File: src/rtl/layer_engine.sv
// ---------------------------------------------------------------------------
// layer_engine
//
// Serial evaluator for up to LAYER_DEPTH fully-connected layers of LAYER_SIZE
// neurons that share one neuron array. Layer 0 takes its input vector from a
// valid/ready sample stream. Each later layer takes its input from the
// activated results of the previous layer, which circulate through a shift
// register. The final layer's activated results leave through a valid/ready
// stream, neuron 0 first.
//
// Per layer the engine spends 1 cycle in CLEAR, LAYER_SIZE steps in ACCUM and
// 1 cycle in STORE. During ACCUM the engine presents (layer, node) to an
// external combinational weight store. The store returns one weight per
// neuron in the same cycle.
//
// Optional build macro: LAYER_BIAS_EN
//   When defined, the engine gains port b, which carries one signed bias per
//   neuron for the current layer. CLEAR preloads each accumulator with its
//   bias, aligned to the fixed-point format. When undefined, CLEAR zeroes the
//   accumulators.
//
// Ports
//   clk         in   rising-edge clock
//   rst_n       in   asynchronous active-low reset
//   start       in   one-cycle run request, sampled only while idle
//   num_layers  in   layer count for this run; 0 -> 1, values above
//                    LAYER_DEPTH are clamped to LAYER_DEPTH
//   in_data     in   signed input sample (consumed in layer 0 only)
//   in_valid    in   in_data valid
//   in_ready    out  engine accepts in_data
//   layer       out  weight-store layer address
//   node        out  weight-store input-index address
//   w           in   LAYER_SIZE signed weights; slice i drives neuron i
//   b           in   (LAYER_BIAS_EN only) LAYER_SIZE signed biases
//   out_data    out  activated result of the final layer
//   out_valid   out  out_data valid
//   out_ready   in   downstream accepts out_data
//   busy        out  high from start acceptance until the run ends
//   done        out  one-cycle pulse after the last output handshake
// ---------------------------------------------------------------------------
module layer_engine #(
    parameter int  LAYER_SIZE  = 4,
    parameter int  LAYER_DEPTH = 4,
    parameter int  BIT_SIZE    = 8,
    parameter int  FRAC_BITS   = 4,
    parameter int  ACT         = 1,
    localparam int NL_W        = $clog2(LAYER_DEPTH + 1),
    localparam int LY_W        = (LAYER_DEPTH > 1) ? $clog2(LAYER_DEPTH) : 1,
    localparam int ND_W        = $clog2(LAYER_SIZE)
) (
    input  logic                           clk,
    input  logic                           rst_n,
    input  logic                           start,
    input  logic [NL_W-1:0]                num_layers,
    input  logic [BIT_SIZE-1:0]            in_data,
    input  logic                           in_valid,
    output logic                           in_ready,
    output logic [LY_W-1:0]                layer,
    output logic [ND_W-1:0]                node,
    input  logic [LAYER_SIZE*BIT_SIZE-1:0] w,
`ifdef LAYER_BIAS_EN
    input  logic [LAYER_SIZE*BIT_SIZE-1:0] b,
`endif
    output logic [BIT_SIZE-1:0]            out_data,
    output logic                           out_valid,
    input  logic                           out_ready,
    output logic                           busy,
    output logic                           done
);

    // The accumulator is wide enough to hold LAYER_SIZE full-precision
    // products, so it cannot overflow inside a layer.
    localparam int ACC_W = 2 * BIT_SIZE + $clog2(LAYER_SIZE);

    localparam logic signed [ACC_W-1:0] SAT_MAX = ACC_W'((2 ** (BIT_SIZE - 1)) - 1);
    localparam logic signed [ACC_W-1:0] SAT_MIN = ACC_W'(-(2 ** (BIT_SIZE - 1)));

    typedef enum logic [2:0] {
        S_IDLE,
        S_CLEAR,
        S_ACCUM,
        S_STORE,
        S_DRAIN
    } state_t;

    state_t                      state;
    state_t                      state_next;

    logic [NL_W-1:0]             layers_q;     // effective layer count of this run
    logic [NL_W-1:0]             layers_eff;   // num_layers after clamping

    logic signed [ACC_W-1:0]     acc     [LAYER_SIZE];
    logic signed [BIT_SIZE-1:0]  shifter [LAYER_SIZE];
    logic signed [BIT_SIZE-1:0]  w_arr   [LAYER_SIZE];
    logic signed [2*BIT_SIZE-1:0] prod   [LAYER_SIZE];
    logic signed [BIT_SIZE-1:0]  x_sel;

    logic                        first_layer;
    logic                        last_node;
    logic                        last_layer;
    logic                        beat;
    logic                        out_fire;

    // -----------------------------------------------------------------------
    // Arithmetic helpers
    // -----------------------------------------------------------------------
    function automatic logic signed [BIT_SIZE-1:0] act_fn(
        input logic signed [BIT_SIZE-1:0] v
    );
        if ((ACT == 1) && (v < 0)) begin
            return '0;
        end
        return v;
    endfunction

    // Arithmetic shift floors the result toward minus infinity. The result is
    // then clamped into the signed BIT_SIZE range.
    function automatic logic signed [BIT_SIZE-1:0] sat_fn(
        input logic signed [ACC_W-1:0] a
    );
        logic signed [ACC_W-1:0] s;
        s = a >>> FRAC_BITS;
        if (s > SAT_MAX) begin
            return BIT_SIZE'(SAT_MAX);
        end
        if (s < SAT_MIN) begin
            return BIT_SIZE'(SAT_MIN);
        end
        return s[BIT_SIZE-1:0];
    endfunction

    // -----------------------------------------------------------------------
    // Combinational datapath
    // -----------------------------------------------------------------------
    always_comb begin
        for (int i = 0; i < LAYER_SIZE; i++) begin
            w_arr[i] = $signed(w[i*BIT_SIZE +: BIT_SIZE]);
        end
    end

    always_comb begin
        if (num_layers == '0) begin
            layers_eff = NL_W'(1);
        end else if (num_layers > NL_W'(LAYER_DEPTH)) begin
            layers_eff = NL_W'(LAYER_DEPTH);
        end else begin
            layers_eff = num_layers;
        end
    end

    assign first_layer = (layer == '0);
    assign last_node   = (node == ND_W'(LAYER_SIZE - 1));
    assign last_layer  = ((NL_W'(layer) + NL_W'(1)) == layers_q);

    // Layer 0 advances only on a stream beat. Later layers read their operand
    // from the shifter, so they step every ACCUM cycle.
    assign beat     = (state == S_ACCUM) && (!first_layer || in_valid);
    assign out_fire = (state == S_DRAIN) && out_ready;

    // Layer 0 consumes raw samples. Later layers consume the activated output
    // of the previous layer.
    assign x_sel = first_layer ? $signed(in_data) : act_fn(shifter[0]);

    always_comb begin
        for (int i = 0; i < LAYER_SIZE; i++) begin
            prod[i] = x_sel * w_arr[i];
        end
    end

    // -----------------------------------------------------------------------
    // FSM: state register
    // -----------------------------------------------------------------------
    // NOTE: every clocked block uses non-blocking assignments and an async
    // active-low reset, so all flops update together from pre-edge values.
    always_ff @(posedge clk or negedge rst_n) begin
        if (!rst_n) begin
            state <= S_IDLE;
        end else begin
            state <= state_next;
        end
    end

    // -----------------------------------------------------------------------
    // FSM: next-state logic
    // -----------------------------------------------------------------------
    always_comb begin
        // NOTE: the default assignment up front keeps this block free of
        // inferred latches when no branch below fires.
        state_next = state;
        case (state)
            S_IDLE:  if (start)                state_next = S_CLEAR;
            S_CLEAR:                           state_next = S_ACCUM;
            S_ACCUM: if (beat && last_node)    state_next = S_STORE;
            S_STORE:                           state_next = last_layer ? S_DRAIN : S_CLEAR;
            S_DRAIN: if (out_fire && last_node) state_next = S_IDLE;
            default:                           state_next = S_IDLE;
        endcase
    end

    // -----------------------------------------------------------------------
    // FSM: outputs
    // -----------------------------------------------------------------------
    always_comb begin
        in_ready  = 1'b0;
        out_valid = 1'b0;
        out_data  = '0;
        busy      = (state != S_IDLE);
        case (state)
            S_ACCUM: in_ready = first_layer;
            S_DRAIN: begin
                out_valid = 1'b1;
                out_data  = act_fn(shifter[0]);
            end
            default: ;
        endcase
    end

    // -----------------------------------------------------------------------
    // Sequential datapath: addresses, accumulators, result shifter, done
    // -----------------------------------------------------------------------
    // NOTE: acc and shifter are small flop banks rather than RAM, so they take
    // the async reset like any other register.
    always_ff @(posedge clk or negedge rst_n) begin
        if (!rst_n) begin
            layer    <= '0;
            node     <= '0;
            layers_q <= '0;
            done     <= 1'b0;
            for (int i = 0; i < LAYER_SIZE; i++) begin
                acc[i]     <= '0;
                shifter[i] <= '0;
            end
        end else begin
            done <= 1'b0;
            case (state)
                S_IDLE: begin
                    if (start) begin
                        layers_q <= layers_eff;
                        layer    <= '0;
                        node     <= '0;
                    end
                end

                S_CLEAR: begin
                    node <= '0;
                    for (int i = 0; i < LAYER_SIZE; i++) begin
`ifdef LAYER_BIAS_EN
                        acc[i] <= ACC_W'($signed(b[i*BIT_SIZE +: BIT_SIZE])) <<< FRAC_BITS;
`else
                        acc[i] <= '0;
`endif
                    end
                end

                S_ACCUM: begin
                    if (beat) begin
                        node <= node + 1'b1;
                        for (int i = 0; i < LAYER_SIZE; i++) begin
                            acc[i] <= acc[i] + ACC_W'(prod[i]);
                        end
                        // Move the next input of this layer into slot 0.
                        if (!first_layer) begin
                            for (int i = 0; i < LAYER_SIZE - 1; i++) begin
                                shifter[i] <= shifter[i+1];
                            end
                            shifter[LAYER_SIZE-1] <= '0;
                        end
                    end
                end

                S_STORE: begin
                    node <= '0;
                    for (int i = 0; i < LAYER_SIZE; i++) begin
                        shifter[i] <= sat_fn(acc[i]);
                    end
                    if (!last_layer) begin
                        layer <= layer + 1'b1;
                    end
                end

                S_DRAIN: begin
                    if (out_fire) begin
                        for (int i = 0; i < LAYER_SIZE - 1; i++) begin
                            shifter[i] <= shifter[i+1];
                        end
                        shifter[LAYER_SIZE-1] <= '0;
                        if (last_node) begin
                            node <= '0;
                            done <= 1'b1;
                        end else begin
                            node <= node + 1'b1;
                        end
                    end
                end

                default: ;
            endcase
        end
    end

endmodule
File: config.mk
export PLATFORM = sky130hd
export DESIGN_NAME = layer_engine
export DESIGN_NICKNAME = d
export VERILOG_FILES = /design/src/rtl/layer_engine.sv
export SDC_FILE = /design/constraint.sdc
export NUM_CORES = 1
export LEC_CHECK = 0
export CORE_ASPECT_RATIO = 1.5
export CORE_MARGIN = 4
export CORE_UTILIZATION = 50
export DETAILED_ROUTE_END_ITERATION = 6
export GPL_TIMING_DRIVEN = 0
export PLACE_DENSITY = 0.67
export SYNTH_ARGS = -nofsm -noshare
export SYNTH_HDL_FRONTEND = slang
export SYNTH_SLANG_ARGS = --single-unit
File: constraint.sdc
create_clock -name clk -period 7.3 [get_ports clk]
set_input_delay 1.46 -clock clk [delete_from_list [all_inputs] [get_ports clk]]
set_output_delay 1.46 -clock clk [all_outputs]
set_load 0.005 [all_outputs]
# == Word level (Yosys, flattened, before mapping) ==
# Index checks and enable logic that the tools add are counted.
# op_classes
add_sub_neg,7
mul,4
n_lt_le_gt_ge,10
eq_ne,13
n_mux,68
n_reduce_logical,21
# op_table
cell,count
$mux W8,21
$pmux W72 S2,1
$mux W32,3
$pmux W32 S3,1
$add A18 B16 Y18,4
$mux W72,1
$mul A8 B8 Y16,4
$gt A14 B8 Y1 const B,4
$lt A14 B8 Y1 const B,4
$mux W1,27
$mux W3,6
$pmux W3 S5,1
$mux W2,5
$ne A2 B2 Y1 const B,5
$lt A8 B1 Y1 const B,1
$pmux W2 S4,1
$reduce_and A4 Y1,2
$eq A3 B2 Y1 const B,2
$logic_not A3 Y1,2
$reduce_and A3 Y1,2
$reduce_bool A3 Y1,2
$add A2 B1 Y2 const B,2
$logic_and A1 B1 Y1,4
$ne A2 B1 Y1 const B,2
14 further kinds,16
# totals
ff_bits,115
input_bits,48
output_inout_bits,16

# == Longest topological paths before layout ==
# depth
depth_word,8
mapped_depth,23
ltp_nobuf,22

# == Worst setup path before layout ==
# No wires, ideal clock.
# synth_timing
kind,input to register
from,input port w[25]
to,register acc[14] in the netlist's numbering
setup_ps,122
arrival_ps,6020
required_time_ps,7178
path_slack_ps,1158
cell_stages,13
path_buffers,1
path_cell_list,buf_1 and3_1 fa_1 fa_1 fa_1 fa_1 ha_1 ha_1 or3_1 nand2_1 a211oi_1 or4_1 a32o_1
# synth_between
elab_chain_cells,4
# synth_lines
element,line,rtl
"start, declared",60,"input logic [LAYER_SIZE*BIT_SIZE-1:0] w,"
$mul A8 B8 Y16,166,prod[i] = x_sel * w_arr[i];
$add A18 B16 Y18,259,acc[i] <= acc[i] + ACC_W'(prod[i]);
$mux W72,256,if (beat) begin
$pmux W72 S2,235,case (state)
"end signal, assigned by index",259,
"end, declared",92,logic signed [ACC_W-1:0] acc [LAYER_SIZE];
# No other way between the ends. The select of a mux whose other input is x is not followed.
# A chain may end at the register's enable or synchronous reset.

# == Worst setup path in the final report ==
# layout_timing
from,input port in_data[2]
to,register acc[69] in the netlist's numbering
# layout_between
elab_chain_cells,5
# layout_lines
element,line,rtl
"start, declared",55,"input logic [BIT_SIZE-1:0] in_data,"
$mux W8,162,assign x_sel = first_layer ? $signed(in_data) : act_fn(shifter[0]);
$mul A8 B8 Y16,166,
$add A18 B16 Y18,259,
$mux W72,256,
$pmux W72 S2,235,
# No other way between the ends. The select of a mux whose other input is x is not followed.

==> flow_metrics.tcl <==
set metrics [dict create \
    status "finished, violations left" \
    violations "design-rule violations" \
    rsz0062_at_grt "true" \
    clkSinkCount 115 \
    worstSetupStartpointType "input pin" \
    finalMaxSlewViolations 0 \
    path_buf_inv 3 \
    fmax_mhz 139 \
    initial_core_util 0.510 \
    cp_common_cell "fa_1" \
    cts_tree "built" \
    wl_per_cell_um 21.1 \
    cp.required_ns 7.58 \
    ant_nets 0 \
    synth_area_um2 18000 \
    ys_seq_elements 115 \
    critPathKind "in2reg" \
    die_y_um 240 \
    drc 2 \
    seqCellArea_um2 2880 \
    yosys.cell_types.count 61 \
    fin_crit_ns 7.19 \
    yosysMostFrequentCell "inv_1" \
    grt_use_met3 0.0362 \
    dp_hpwl_um 40600 \
    viasPerCell 5.67 \
    timing.final.ws_setup_ns 0.110 \
    cp_slowest_cell "clkbuf_1" \
    post_route_cells_drive_above_1_share 0.0370 \
    h-tree-depth 4 \
    preCtsSetupSlack_ns -1.50 \
    use_met1 0.326 \
    ios 64 \
    fill_cells 3194 \
    die_area_um2 39200 \
    period_share 0.985 \
    gp_congestion 0.913 \
    multiInputGateArea_um2 13500 \
    port_buffers 58 \
    postSynthCellCount 1882 \
    slew_headroom 0.259 \
    synth_area_leader_cell "fa_1" \
    async_flop_share 1.00 \
    ys.flop_type "dfrtp_1" \
    grt_pass1_vias 14700 \
    synth_top_cells_by_count "inv_1 (376), fa_1 (320), nand2_1 (182)" \
    antenna_found_initial 3 \
    cts_setup_buffers 0 \
    cp_top_family "adder cells" \
    wirelength_um 51600 \
    core_area_um2 35300 \
    clockBufferDepth 2 \
    reg2reg_slack_ns 0.25 \
    fin_skew_ns 0.0101 \
    rows 84 \
    clk_latency_ns 0.44 \
    endpoint_kind "register" \
    synth.avg_cell_area_um2 9.57 \
    path_cells "clkdlybuf4s50_1, a22o_1, clkbuf_1, nand2_1, fa_1, fa_1, inv_1, fa_1, fa_1, fa_1, ha_1, a211o_1, a211oi_1, o31ai_1, a21oi_1, xor2_1, o21ai_0" \
    gr-total-overflow 0 \
    clockRootBuffer "clkbuf_16" \
    crit_path_max_fanout 10 \
    num_vias 13900 \
    drt-initial-drc-count 1065 \
    syn_to_final_growth_pct 9.94 \
    grt_first_pass_wirelength_um 81800 \
    grt_max_degree 75 \
    clk_pin_slew_ns 0.06 \
    grt_busiest_layer "met2" \
    first_pass_iters 7 \
    syn-num-nets 2421 \
    slowest_delay_ns 0.82 \
    cap_violations 0 \
    synth_edf_count 0 \
    synth.top_cell.area_share 0.356 \
    worstHoldPathType "reg2reg" \
    cts_inserted_buffers 17 \
    die_w_um 163 \
    yosysWarningCount 0 \
    hold_violations 0 \
    finalSetupViolCount 0 \
    use_met2 0.487 \
    tightest_slew_ns 1.11 \
    grtUsageTotal 0.277 \
    instances_no_fill 2449 \
    worst_ep_arrival_time_ns 7.47 \
    final_util 0.561 \
    ys_seq_area_frac 0.160 \
    finalNetCount 2499 \
    synthTopCellsByArea "fa_1 (36%), dfrtp_1 (16%), ha_1 (12%)" \
    dp_cells 2414 \
]
==> sequential cells by signal, indices dropped and copies added (netlist names) <==
| register | cells |
|---|---|
| acc | 72 |
| layers_q | 3 |
| node | 2 |
| layer | 2 |
| state | 3 |
| done | 1 |
| shifter | 32 |
==> cells in the final DEF, fill, tap and decap left out, types with 30 or more instances in the layout <==
master           instances
inv_1                  376
fa_1                   320
nand2_1                182
ha_1                   171
and2_1                 121
dfrtp_1                115
nor2_1                  74
o21ai_0                 66
clkdlybuf4s50_1         56
xnor2_1                 36
clkbuf_1                35
a22o_1                  32
a21oi_1                 32
a31oi_1                 30
==> cell families (layout without fill, tap and decap cells) <==
| group | Yosys count | after routing | synth area share |
|---|---|---|---|
| mux | 2 | 2 | 0.00125 |
| buf+inv | 439 | 530 | 0.0922 |
| compound gates | 272 | 272 | 0.105 |
| flops | 115 | 115 | 0.160 |
| fa+ha+maj | 491 | 491 | 0.474 |
| xor+xnor | 53 | 53 | 0.0258 |
| simple gates | 509 | 509 | 0.142 |
| other cells | 1 | 4 | 0.000208 |
==> path summary, 6_finish.rpt <==
path	depth (start not counted)	endpoint	from
max	17	acc[69]$_DFFE_PN0P_	in_data[2]
min	1	acc[19]$_DFFE_PN0P_	acc[19]$_DFFE_PN0P_
max reg2reg	17	acc[69]$_DFFE_PN0P_	layer[0]$_DFFE_PN0P_
min reg2reg	1	acc[19]$_DFFE_PN0P_	acc[19]$_DFFE_PN0P_
max in group asynchronous	2	acc[52]$_DFFE_PN0P_	rst_n
min in group asynchronous	1	acc[12]$_DFFE_PN0P_	rst_n
==> area by class of cell <==
class,instances,area share
diodes,3,0.000379
plain buffers,59,0.0125
clock buffers,18,0.0217
clock inverters,14,0.00657
inverters,380,0.0720
multi-input cells,1328,0.681
flip-flops and latches,115,0.145
well taps,473,0.0299
repair buffers,59,0.0308
==> layer usage <==
layer / wire [µm] / part of all wire / up-vias
li1: - / - / 6150
met3: 2610 / 0.051 / 143
met5: 0 / 0 / -
met2: 26900 / 0.52 / 478
met1: 18800 / 0.36 / 7107
met4: 3270 / 0.064 / 0
==> through the flow <==
step	instance area, µm²	hold slack [ns]	setup TNS (ns)
after CTS	19800	0.509	0
final	19800	0.507	0
after floorplan	18000	0.460	0
after global placement	19200	0.488	-34.33
after global routing	19800	0.527	-0.0255
after detailed placement	19200	0.491	-31.88
==> timing repair <==
| item | CTS | global route |
|---|---|---|
| gates resized for setup | 8 | 10 |
| hold buffers | 0 | 0 |
| pin swaps | 0 | 0 |
| setup endpoints to repair | 34 | 13 |
Power is not shown: default switching activity piles up to over one toggle a cycle in this logic, so the estimate is an artifact.
